File: src/rtl/risc_boot_pkg.sv
// Shared types and constants for the RISC boot loader and the core it feeds.
package risc_boot_pkg;

    // Defaults must track the core's memory geometry.
    localparam int unsigned DEF_AWIDTH = 5;
    localparam int unsigned DEF_DWIDTH = 8;

    typedef enum logic [2:0] {
        StIdle = 3'd0,
        StLoad = 3'd1,
        StHold = 3'd2,
        StRun  = 3'd3,
        StDone = 3'd4
    } boot_state_e;

endpackage

File: src/rtl/risc_boot_loader_if.sv
// Program-word stream into the boot loader: valid/ready handshake.
interface risc_boot_loader_if #(
    parameter int unsigned DWIDTH = risc_boot_pkg::DEF_DWIDTH
) ();

    logic              in_valid;
    logic [DWIDTH-1:0] in_data;
    logic              in_ready;

    // Upstream source of program words.
    modport master (output in_valid, output in_data, input in_ready);
    // Loader side.
    modport slave (input in_valid, input in_data, output in_ready);

endinterface

File: src/rtl/risc_boot_loader_counter.sv
// Up-counter with synchronous load and count enable.
module risc_boot_loader_counter #(
    parameter int unsigned WIDTH = 6
) (
    input  logic             clk,
    input  logic             rst,
    input  logic             load,
    input  logic [WIDTH-1:0] load_val,
    input  logic             en,
    output logic [WIDTH-1:0] count
);

    logic [WIDTH-1:0] count_q;

    // Load has priority over increment.
    always_ff @(posedge clk or posedge rst) begin
        if (rst) begin
            count_q <= '0;
        end else if (load) begin
            count_q <= load_val;
        end else if (en) begin
            count_q <= count_q + WIDTH'(1);
        end
    end

    assign count = count_q;

endmodule

File: src/rtl/risc_boot_loader.sv
// Boot loader: streams program words into core memory from address 0, holds the
// core in reset during the load plus a short settle time, then runs it until halt.
module risc_boot_loader import risc_boot_pkg::*; #(
    parameter int unsigned AWIDTH      = DEF_AWIDTH,
    parameter int unsigned DWIDTH      = DEF_DWIDTH,
    parameter int unsigned HOLD_CYCLES = 4
) (
    input  logic              clk,
    input  logic              rst,
    input  logic              start,
    input  logic [AWIDTH:0]   len,
    risc_boot_loader_if.slave in_if,
    output logic [AWIDTH-1:0] mem_addr,
    output logic [DWIDTH-1:0] mem_data,
    output logic              mem_wr,
    output logic              mem_own,
    output logic              cpu_rst,
    input  logic              cpu_halt,
    output logic              busy,
    output logic              done
);

    localparam int unsigned     HoldW    = (HOLD_CYCLES > 1) ? $clog2(HOLD_CYCLES) : 1;
    localparam logic [HoldW-1:0] HoldInit = HoldW'(HOLD_CYCLES - 1);
    localparam logic [AWIDTH:0]  FullLen  = {1'b1, {AWIDTH{1'b0}}};

    boot_state_e       state_q, state_d;
    logic [AWIDTH:0]   len_q, len_d, len_eff;
    logic [AWIDTH:0]   cnt_q;
    logic              cnt_load, cnt_en;
    logic [HoldW-1:0]  hold_q, hold_d;
    logic              xfer, last;

    logic              in_ready_q, in_ready_d;
    logic [AWIDTH-1:0] mem_addr_q, mem_addr_d;
    logic [DWIDTH-1:0] mem_data_q, mem_data_d;
    logic              mem_wr_q, mem_wr_d;
    logic              mem_own_q, mem_own_d;
    logic              cpu_rst_q, cpu_rst_d;
    logic              busy_q, busy_d;
    logic              done_q, done_d;

    // Zero means a full memory; oversize requests are clamped so the address never wraps.
    assign len_eff = (len == '0 || len > FullLen) ? FullLen : len;

    // Transfers counted so far; its low bits are the next write address.
    risc_boot_loader_counter #(
        .WIDTH (AWIDTH + 1)
    ) u_word_cnt (
        .clk      (clk),
        .rst      (rst),
        .load     (cnt_load),
        .load_val ('0),
        .en       (cnt_en),
        .count    (cnt_q)
    );

    assign xfer = in_if.in_valid && in_ready_q;
    assign last = (cnt_q + (AWIDTH + 1)'(1)) == len_q;

    // Next state, counters and registered output values.
    always_comb begin
        state_d    = state_q;
        len_d      = len_q;
        hold_d     = hold_q;
        cnt_load   = 1'b0;
        cnt_en     = 1'b0;
        mem_wr_d   = 1'b0;
        mem_addr_d = mem_addr_q;
        mem_data_d = mem_data_q;

        unique case (state_q)
            StIdle, StDone: begin
                if (start) begin
                    state_d  = StLoad;
                    len_d    = len_eff;
                    cnt_load = 1'b1;
                end
            end
            StLoad: begin
                if (xfer) begin
                    mem_wr_d   = 1'b1;
                    mem_addr_d = cnt_q[AWIDTH-1:0];
                    mem_data_d = in_if.in_data;
                    cnt_en     = 1'b1;
                    if (last) begin
                        state_d = StHold;
                        hold_d  = HoldInit;
                    end
                end
            end
            StHold: begin
                if (hold_q == '0) begin
                    state_d = StRun;
                end else begin
                    hold_d = hold_q - HoldW'(1);
                end
            end
            StRun: begin
                if (cpu_halt) begin
                    state_d = StDone;
                end
            end
            default: state_d = StIdle;
        endcase

        // Outputs follow the state being entered so they are all registered.
        in_ready_d = (state_d == StLoad);
        cpu_rst_d  = (state_d == StIdle) || (state_d == StLoad) || (state_d == StHold);
        mem_own_d  = cpu_rst_d;
        busy_d     = (state_d == StLoad) || (state_d == StHold) || (state_d == StRun);
        done_d     = (state_d == StDone);
    end

    // State and output registers.
    always_ff @(posedge clk or posedge rst) begin
        if (rst) begin
            state_q    <= StIdle;
            len_q      <= '0;
            hold_q     <= '0;
            in_ready_q <= 1'b0;
            mem_addr_q <= '0;
            mem_data_q <= '0;
            mem_wr_q   <= 1'b0;
            mem_own_q  <= 1'b1;
            cpu_rst_q  <= 1'b1;
            busy_q     <= 1'b0;
            done_q     <= 1'b0;
        end else begin
            state_q    <= state_d;
            len_q      <= len_d;
            hold_q     <= hold_d;
            in_ready_q <= in_ready_d;
            mem_addr_q <= mem_addr_d;
            mem_data_q <= mem_data_d;
            mem_wr_q   <= mem_wr_d;
            mem_own_q  <= mem_own_d;
            cpu_rst_q  <= cpu_rst_d;
            busy_q     <= busy_d;
            done_q     <= done_d;
        end
    end

    assign in_if.in_ready = in_ready_q;
    assign mem_addr       = mem_addr_q;
    assign mem_data       = mem_data_q;
    assign mem_wr         = mem_wr_q;
    assign mem_own        = mem_own_q;
    assign cpu_rst        = cpu_rst_q;
    assign busy           = busy_q;
    assign done           = done_q;

endmodule

File: src/flat_wrapper.sv
// flat-port wrapper written by rule: the top's interface ports become plain ports
module risc_boot_loader_flat import risc_boot_pkg::*;
#(
    parameter int unsigned AWIDTH      = DEF_AWIDTH,
    parameter int unsigned DWIDTH      = DEF_DWIDTH,
    parameter int unsigned HOLD_CYCLES = 4
)
  (clk, rst, start, len, mem_addr, mem_data, mem_wr, mem_own, cpu_rst, cpu_halt, busy, done, in_if_in_valid, in_if_in_data, in_if_in_ready);
  risc_boot_loader_if #(.DWIDTH(DWIDTH)) in_if_i ();
  input  logic clk;
  input  logic rst;
  input  logic start;
  input  logic [AWIDTH:0] len;
  output logic [AWIDTH-1:0] mem_addr;
  output logic [DWIDTH-1:0] mem_data;
  output logic mem_wr;
  output logic mem_own;
  output logic cpu_rst;
  input  logic cpu_halt;
  output logic busy;
  output logic done;
  input wire logic [$bits(in_if_i.in_valid)-1:0] in_if_in_valid;
  input wire logic [$bits(in_if_i.in_data)-1:0] in_if_in_data;
  output wire logic [$bits(in_if_i.in_ready)-1:0] in_if_in_ready;
  assign in_if_i.in_valid = in_if_in_valid;
  assign in_if_i.in_data = in_if_in_data;
  assign in_if_in_ready = in_if_i.in_ready;
  risc_boot_loader #(.AWIDTH(AWIDTH), .DWIDTH(DWIDTH), .HOLD_CYCLES(HOLD_CYCLES)) u_core (.clk(clk), .rst(rst), .start(start), .len(len), .in_if(in_if_i), .mem_addr(mem_addr), .mem_data(mem_data), .mem_wr(mem_wr), .mem_own(mem_own), .cpu_rst(cpu_rst), .cpu_halt(cpu_halt), .busy(busy), .done(done));
endmodule
File: config.mk
export PLATFORM = sky130hd
export DESIGN_NAME = risc_boot_loader_flat
export DESIGN_NICKNAME = d
export VERILOG_FILES = /design/src/rtl/risc_boot_pkg.sv /design/src/rtl/risc_boot_loader_if.sv /design/src/rtl/risc_boot_loader_counter.sv /design/src/rtl/risc_boot_loader.sv /design/src/flat_wrapper.sv
export SDC_FILE = /design/constraint.sdc
export NUM_CORES = 1
export LEC_CHECK = 0
export CAP_MARGIN = 20
export CORE_ASPECT_RATIO = 1.2
export CORE_UTILIZATION = 30
export CTS_BUF_LIST = sky130_fd_sc_hd__clkbuf_4
export CTS_CLUSTER_SIZE = 28
export DETAILED_ROUTE_END_ITERATION = 16
export PLACE_DENSITY = 0.63
export SYNTH_ARGS = -nofsm -noshare
export SYNTH_HDL_FRONTEND = slang
export SYNTH_HIERARCHICAL = 1
export SYNTH_SLANG_ARGS = --single-unit
File: constraint.sdc
create_clock -name clk -period 5.4 [get_ports clk]
set_input_delay 1.08 -clock clk [delete_from_list [all_inputs] [get_ports clk]]
set_output_delay 1.08 -clock clk [all_outputs]
set_load 0.005 [all_outputs]
==> impl_metrics.tcl, run 1 <==
set metrics [dict create \
    status "complete, no violations" \
    grt_pass1_wl_um 5580 \
    coreArea_um2 5630 \
    p_per_area_nw_per_um2 522 \
    crit_fanout 20 \
    via_count 1256 \
    p_leak_nw 0.960 \
    gp_congestion 0.736 \
    layout_commonest_cell "clkdlybuf4s50_1" \
    drv_slew 0 \
    finalSetupViolCount 0 \
    netlist_instances 155 \
    synthFlopType "dfrtp_1" \
    vias_per_cell 4.72 \
    drive_above_1_share 0.144 \
    synth.top_cell.area_share 0.490 \
    required_ns 5.67 \
    ctsHoldBuffers 0 \
    worstReg2RegStart "u_core/state_q[0]$_DFF_PP0_" \
    synthesis.area_um2 1740 \
    die-area_um2 6100 \
    first_pass_iters 4 \
    cp-start-kind "primary input" \
    die_w_um 71.5 \
    grt_max_degree 21 \
    end_kind "flop" \
    grt_overflow_total 0 \
    hold_path.class "flop to flop" \
    synth_edf_count 0 \
    finalCritPeriodShare 0.471 \
    max-vdd-ir-drop_uv 125 \
    start_util 0.308 \
    yosys_warnings 6 \
    drc_errors 0 \
    final_hold_viol_count 0 \
    finalPower_mw 1.17 \
    yosysTopAreaCell "dfrtp_1" \
    synthArstFlopShare 1.00 \
    drtIter0Drc 65 \
    arrival_ns 2.82 \
    fmax_ghz 0.393 \
    cts_max_level 2 \
    antenna_found_initial 0 \
    syn2layout_area_growth_pct 29.0 \
    rows 30 \
    post-cts-setup-buffer-count 0 \
    routed_wl_um 3140 \
    cts_root_buffer "clkbuf_4" \
    cts_tree "yes" \
    rsz0062_at_grt "false" \
    cts_buffers 5 \
    fin_nets 223 \
    skew_ns 0.0101 \
    crit_start "in_if_in_valid" \
    portBuffers 37 \
    fin_crit_ns 2.54 \
    tightest_slew_ns 0.663 \
    cts_max_path_buffers 2 \
    synth_area_per_cell_um2 11.2 \
    ant_nets 0 \
    n_antenna_cell 0 \
    seq_area_frac_synth 0.505 \
    ys_types 39 \
    crit_path_end "u_core/u_word_cnt/count[5]$_DFFE_PP0P_" \
    grt_pass1_vias 1221 \
    clk_pin_slew_ns 0.10 \
    die_h_um 85.3 \
    cts.sink_count 35 \
    final_cell_mix "clkdlybuf4s50_1, dfrtp_1, nand2_1" \
    worstHoldStart "u_core/len_q[4]$_DFFE_PP0P_" \
    wl_per_cell_um 11.8 \
    rr_endpoint "u_core/u_word_cnt/count[5]$_DFFE_PP0P_" \
    ys_ff_latch 35 \
    slew-limit-headroom 0.557 \
    synthTopCellsByArea "dfrtp_1, mux2_4, o21ai_0" \
    rr_worst_depth 5 \
    pin_count 38 \
    dp.final_hpwl_um 2320 \
    clk_latency_ns 0.33 \
    tns_ns 0 \
    track_usage 0.116 \
    post_cts_resized 0 \
    path_class "primary input to flop" \
    reg2reg_slack_ns 3.27 \
    cap_violations 0 \
]
==> power breakdown <==
part | leakage (nW) | switching (mW) | internal [mW]
Combinational | 0.503 | 0.211 | 0.333
Sequential | 0.423 | 0.105 | 0.382
Clock | 0.0331 | 0.0839 | 0.0539
Total | 0.960 | 0.400 | 0.769
==> cells in the mapped netlist (2+ instances only) <==
library cell / n
nor3_1: 2
dfrtp_1: 34
nand2_1: 15
nor2b_1: 4
nand3_1: 6
mux2_2: 4
mux2_4: 9
xor2_1: 5
ha_1: 3
mux2i_1: 2
o21ai_0: 12
buf_4: 2
a21oi_1: 4
xnor2_1: 6
nor3b_1: 2
nand3b_1: 2
a22o_1: 2
inv_1: 8
nand2b_1: 5
nor2_1: 5
o21ai_1: 4
nand4_1: 2
==> worst max-delay path: stages <==
cell and delay, ns:
clkdlybuf4s50_1 0.46, nand2_1 0.10, nor2_4 0.53, nand3_2 0.13, or4_1 0.41, nand3_1 0.09
==> kinds of logic (layout without fill, tap and decap cells) <==
group | Yosys count | after routing | share of synthesized area
xor gates and xnor gates | 11 | 11 | 0.0555
muxes | 15 | 15 | 0.115
AOI/OAI and AO/OA | 27 | 27 | 0.0915
and+or+nand+nor | 51 | 51 | 0.165
DFF | 35 | 35 | 0.505
buffers and inverters | 12 | 54 | 0.0439
other | 1 | 6 | 0.00216
adders and majority gates | 3 | 3 | 0.0216
==> through the flow <==
step                worst slack [ns]  hold WS, ns  instances  instance area [um^2]   util
global placement                2.56        0.490        257                  2160  0.384
global route                    2.78        0.525        266                  2240  0.398
CTS                             2.84        0.518        266                  2240  0.398
detailed placement              2.47        0.491        258                  2190  0.388
floorplan                       3.19        0.469        160                  1760      -
finish                          2.86        0.511        266                  2240  0.398
==> cell type report <==
class,count,area [um^2]
Clock buffer,6,45.0
Clock inverter,2,8.76
Fill cell,558,3390
Inverter,8,30.0
Multi-Input combinational cell,113,802
Sequential cell,35,877
Tap cell,64,80.1
Timing Repair Buffer,38,398
==> flip-flops by register name (all words and copies together), names as in the netlist <==
register	cells
u_core/len_q	6
u_core/done	1
u_core/cpu_rst	1
u_core/mem_wr	1
u_core/hold_q	2
u_core/mem_data	8
u_core/mem_addr	5
u_core/in_if.in_ready	1
u_core/u_word_cnt/count	6
u_core/state_q	3
u_core/busy	1
==> worst min-delay path by stage <==
stage	slack (ns)	depth (start not counted)	endpoint
finish	0.51	2	u_core/len_q[4]$_DFFE_PP0P_
global route	0.52	1	u_core/mem_data[2]$_DFFE_PP0P_
CTS	0.52	2	u_core/len_q[4]$_DFFE_PP0P_
detailed placement	0.49	1	u_core/mem_data[3]$_DFFE_PP0P_
global placement	0.49	1	u_core/mem_addr[3]$_DFFE_PP0P_
floorplan	0.47	2	u_core/len_q[1]$_DFFE_PP0P_
==> routing by layer <==
metal / vias up / wire, um / global-route usage
met5: - / 0 / 0
met1: 578 / 1460 / 0.143
met2: 41 / 1430 / 0.187
met3: 6 / 176 / 0.0321
li1: 631 / - / -
met4: 0 / 77 / 0.0588
(Power assumes the default switching activity.)
==> run 2: changes to the inputs <==
==> constraint.sdc (replaced) <==
create_clock -name clk -period 2.4 [get_ports clk]
set_input_delay 0.48 -clock clk [delete_from_list [all_inputs] [get_ports clk]]
set_output_delay 0.48 -clock clk [all_outputs]
set_load 0.005 [all_outputs]
==> impl_metrics.tcl, run 2 (synthesis results as in run 1) <==
set metrics [dict create \
    status "complete, no violations" \
    first_pass_iters 4 \
    crit_fanout 9 \
    hold_path.class "primary input to async pin" \
    gp_congestion 0.755 \
    largest_reg_flops 8 \
    fmax_ghz 0.538 \
    routed_wl_um 3130 \
    final_hold_viol_count 0 \
    finalSetupViolCount 0 \
    finalCritPeriodShare 0.775 \
    fin_nets 226 \
    clk_latency_ns 0.34 \
    skew_ns 0.00459 \
    rsz0062_at_grt "false" \
    cap_violations 0 \
    coreArea_um2 5630 \
    cts_max_level 2 \
    fillerInstances 548 \
    vias_per_cell 4.59 \
    power_frac_comb 0.434 \
    pwr-share-clk 0.182 \
    wl_per_cell_um 11.6 \
    via_count 1235 \
    finalPower_mw 2.86 \
    ant_nets 0 \
    clk_pin_slew_ns 0.11 \
    n_antenna_cell 0 \
    hold-worst-slack_ns 0.372 \
    grt_pass1_wl_um 5550 \
    drv_slew 0 \
    syn2layout_area_growth_pct 32.9 \
    end_kind "flop" \
    die_h_um 85.3 \
    cp-start-kind "flop" \
    p_int_mw 1.95 \
    tns_ns 0 \
    rows 30 \
    stdcell_count 269 \
    grt_max_degree 21 \
    dp.final_hpwl_um 2400 \
    switchingPower_mw 0.911 \
    cts_root_buffer "clkbuf_4" \
    required_ns 2.63 \
    post-cts-setup-buffer-count 0 \
    start_util 0.308 \
    cts_max_path_buffers 2 \
    grt_overflow_total 0 \
    antenna_found_initial 0 \
    arrival_ns 2.09 \
    pin_count 38 \
    die-area_um2 6100 \
    fin_crit_ns 1.86 \
    track_usage 0.116 \
    cts_buffers 5 \
    swShare 0.318 \
    max-vdd-ir-drop_uv 290 \
    cts_tree "yes" \
    grt_pass1_vias 1240 \
    drc_errors 0 \
    post_cts_resized 0 \
    die_w_um 71.5 \
    place_inst 261 \
    ctsHoldBuffers 0 \
    p_leak_nw 0.990 \
    final_cell_mix "clkdlybuf4s50_1, dfrtp_1, nand2_1" \
    layout_commonest_cell "clkdlybuf4s50_1" \
    fin_util 0.410 \
    drtIter0Drc 84 \
    drive_above_1_share 0.161 \
    path_class "flop to flop" \
    cts.sink_count 35 \
    p_per_area_nw_per_um2 1240 \
    share_seq_of_total_power 0.384 \
    portBuffers 37 \
]
-- run 2: power groups by stage --
stage	Clock (mW)	Sequential [mW]	Combinational, mW
finish	0.521	1.10	1.24
global placement	0	1.12	1.23
global route	0.563	1.14	1.38
detailed placement	0	1.11	1.25
floorplan	0	1.07	0.842
CTS	0.539	1.10	1.26
-- run 2: critical path: stages (launching register included) --
cell     delay [ns]
dfrtp_1        0.43
or3b_4         0.44
nor2_4         0.27
buf_4          0.25
mux2_2         0.35
-- run 2: layer usage --
metal  track usage  wire [um]  vias to the layer above
met1         0.136       1460                      570
met5             0          0                        -
met4        0.0553         70                        0
met3        0.0368        163                        6
li1              -          -                      622
met2         0.191       1430                       37
-- run 2: path summary, 6_finish.rpt --
path	startpoint	end	slack (ns)	cells past startpoint
min in group clk	u_core/len_q[4]$_DFFE_PP0P_	u_core/len_q[4]$_DFFE_PP0P_	0.51	2
setup reg to reg	u_core/state_q[0]$_DFF_PP0_	u_core/mem_data[7]$_DFFE_PP0P_	0.54	4
max in group asynchronous	rst	u_core/cpu_rst$_DFF_PP1_	1.41	3
setup / recovery	u_core/state_q[0]$_DFF_PP0_	u_core/mem_data[7]$_DFFE_PP0P_	0.54	4
hold / removal	rst	u_core/u_word_cnt/count[0]$_DFFE_PP0P_	0.37	2
hold reg to reg	u_core/len_q[4]$_DFFE_PP0P_	u_core/len_q[4]$_DFFE_PP0P_	0.51	2
-- run 2: through the flow --
stage / area (um^2) / setup slack, ns
after floorplan: 1760 / 0.520
after global placement: 2200 / 0.423
after detailed placement: 2200 / 0.381
after CTS: 2310 / 0.526
after global routing: 2310 / 0.465
final: 2310 / 0.541
-- run 2: layout make-up --
class,count,area [um^2],share of cell area
Tap cell,64,80.1,0.0347
Timing Repair Buffer,41,413,0.179
Sequential cell,35,877,0.380
Inverter,8,30.0,0.0130
Clock buffer,5,37.5,0.0163
Clock inverter,3,67.6,0.0293
Multi-Input combinational cell,113,802,0.348
==> run 3: changes to the inputs <==
--- a/config.mk
+++ b/config.mk
@@ -11,7 +11,7 @@
 export CTS_BUF_LIST = sky130_fd_sc_hd__clkbuf_4
 export CTS_CLUSTER_SIZE = 28
 export DETAILED_ROUTE_END_ITERATION = 16
-export PLACE_DENSITY = 0.63
+export PLACE_DENSITY = 0.65
 export SYNTH_ARGS = -nofsm -noshare
 export SYNTH_HDL_FRONTEND = slang
 export SYNTH_HIERARCHICAL = 1
==> constraint.sdc (replaced) <==
create_clock -name clk -period 1.5 [get_ports clk]
set_input_delay 0.3 -clock clk [delete_from_list [all_inputs] [get_ports clk]]
set_output_delay 0.3 -clock clk [all_outputs]
set_load 0.005 [all_outputs]
==> impl_metrics.tcl, run 3 (synthesis results as in run 1) <==
set metrics [dict create \
    cp-start-kind "flop" \
    portBuffers 37 \
    finalSetupViolCount 23 \
    rows 30 \
    die_h_um 85.3 \
    violations "setup timing" \
    final_hold_viol_count 0 \
    worstReg2RegStart "u_core/u_word_cnt/count[2]$_DFFE_PP0P_" \
    setup_ws_ns -0.133 \
    required_ns 1.71 \
    layout_commonest_cell "dfrtp_1" \
    drtIter0Drc 36 \
    gp_congestion 0.769 \
    reg2reg_slack_ns -0.13 \
    syn2layout_area_growth_pct 46.3 \
    clk_pin_slew_ns 0.10 \
    grt_pass1_wl_um 5790 \
    ant_nets 0 \
    cap_violations 0 \
    grt_overflow_total 0 \
    antenna_found_initial 0 \
    clk_latency_ns 0.33 \
    grt_pass1_vias 1337 \
    fmax_ghz 0.613 \
    cts_max_path_buffers 2 \
    crit_fanout 7 \
    grt_max_degree 30 \
    start_util 0.308 \
    vias_per_cell 4.50 \
    fin_crit_ns 1.63 \
    rr_worst_depth 6 \
    rr_endpoint "u_core/hold_q[0]$_DFFE_PP0P_" \
    fin_util 0.451 \
    cts_root_buffer "clkbuf_4" \
    finish.instance_area_um2 2540 \
    n_antenna_cell 0 \
    track_usage 0.122 \
    fin_nets 251 \
    arrival_ns 1.84 \
    wl_per_cell_um 11.8 \
    hold_path.class "primary input to async pin" \
    skew_ns 0.00649 \
    final_cell_mix "dfrtp_1, buf_4, clkdlybuf4s50_1" \
    p_leak_nw 1.19 \
    hold-worst-slack_ns 0.210 \
    first_pass_iters 4 \
    p_per_area_nw_per_um2 1910 \
    cts_tree "yes" \
    rsz0062_at_grt "true" \
    finalCritPeriodShare 1.09 \
    max-vdd-ir-drop_uv 493 \
    status "complete, but fails checks" \
    end_kind "flop" \
    drv_slew 0 \
    cts_buffers 5 \
    drc_errors 0 \
    largest_reg_flops 8 \
    cts_max_level 2 \
    routed_wl_um 3480 \
    via_count 1324 \
    place_area_um2 2330 \
    die-area_um2 6100 \
    pin_count 38 \
    drive_above_1_share 0.300 \
    path_class "flop to flop" \
    cts.sink_count 35 \
    dp.final_hpwl_um 2490 \
    ctsHoldBuffers 0 \
    die_w_um 71.5 \
    coreArea_um2 5630 \
]
==> run 3: changes by cell type in the layout (fill, tap and decap cells not counted), moves of 3 or more <==
| cell | delta |
|---|---|
| mux2_4 | +3 |
| dlygate4sd2_1 | +12 |
| dlymetal6s2s_1 | +6 |
| mux2_2 | -3 |
| buf_4 | +22 |
| clkdlybuf4s50_1 | -18 |
| o21ai_0 | -4 |
==> run 3: worst max-delay path: stages (launching register included) <==
cell     delay (ns)
dfrtp_1        0.44
buf_6          0.15
nor3b_2        0.16
o21ai_2        0.18
a31oi_4        0.09
and4_4         0.18
a311o_1        0.31
==> run 3: metrics by stage <==
step / total power, mW / setup TNS (ns) / cells / setup slack (ns)
floorplan: 3.11 / -1.41 / 160 / -0.336
global placement: 4.03 / -4.17 / 275 / -0.215
detailed placement: 4.10 / -4.75 / 275 / -0.252
CTS: 4.62 / -2.03 / 287 / -0.138
global route: 5.26 / -2.94 / 294 / -0.208
finish: 4.85 / -1.50 / 294 / -0.133
==> run 3: layout make-up <==
class / count / area [um^2]
fillers: 544 / 3090
flip-flops and latches: 35 / 880
multi-input cells: 113 / 877
repair buffers: 66 / 621
well taps: 64 / 80.1
clock buffers: 6 / 45.0
inverters: 8 / 30.0
clock inverters: 2 / 7.51
==> run 3: routing by layer <==
layer  wire (um)  vias up  part of all wire  track usage
met3         153        6             0.044       0.0309
met5           0        -                 0            0
li1            -      676                 -            -
met4          59        0             0.017       0.0570
met1        1570      609              0.45        0.138
met2        1700       33              0.49        0.213
==> run 3: power breakdown <==
group	internal [mW]	total [mW]	switching (mW)
Clock	0.192	0.480	0.289
Sequential	1.38	1.67	0.287
Combinational	1.62	2.70	1.08
==> run 3: what timing repair did <==
action	CTS	global route
resized for setup	18	19
buffers inserted	4	7
endpoints found under the setup margin	35	32
pin swaps	3	6
==> run 3: worst max path at each step <==
stage                                                       from                                     end  slack (ns)  depth (start not counted)
after detailed placement                          in_if_in_valid  u_core/u_word_cnt/count[5]$_DFFE_PP0P_       -0.25                          6
after floorplan                      u_core/state_q[0]$_DFF_PP0_  u_core/u_word_cnt/count[5]$_DFFE_PP0P_       -0.34                          7
after global placement                            in_if_in_valid  u_core/u_word_cnt/count[5]$_DFFE_PP0P_       -0.22                          6
final                     u_core/u_word_cnt/count[2]$_DFFE_PP0P_            u_core/hold_q[0]$_DFFE_PP0P_       -0.13                          6
after global routing      u_core/u_word_cnt/count[2]$_DFFE_PP0P_            u_core/hold_q[0]$_DFFE_PP0P_       -0.21                          6
after CTS                            u_core/state_q[1]$_DFF_PP0_  u_core/u_word_cnt/count[5]$_DFFE_PP0P_       -0.14                          5
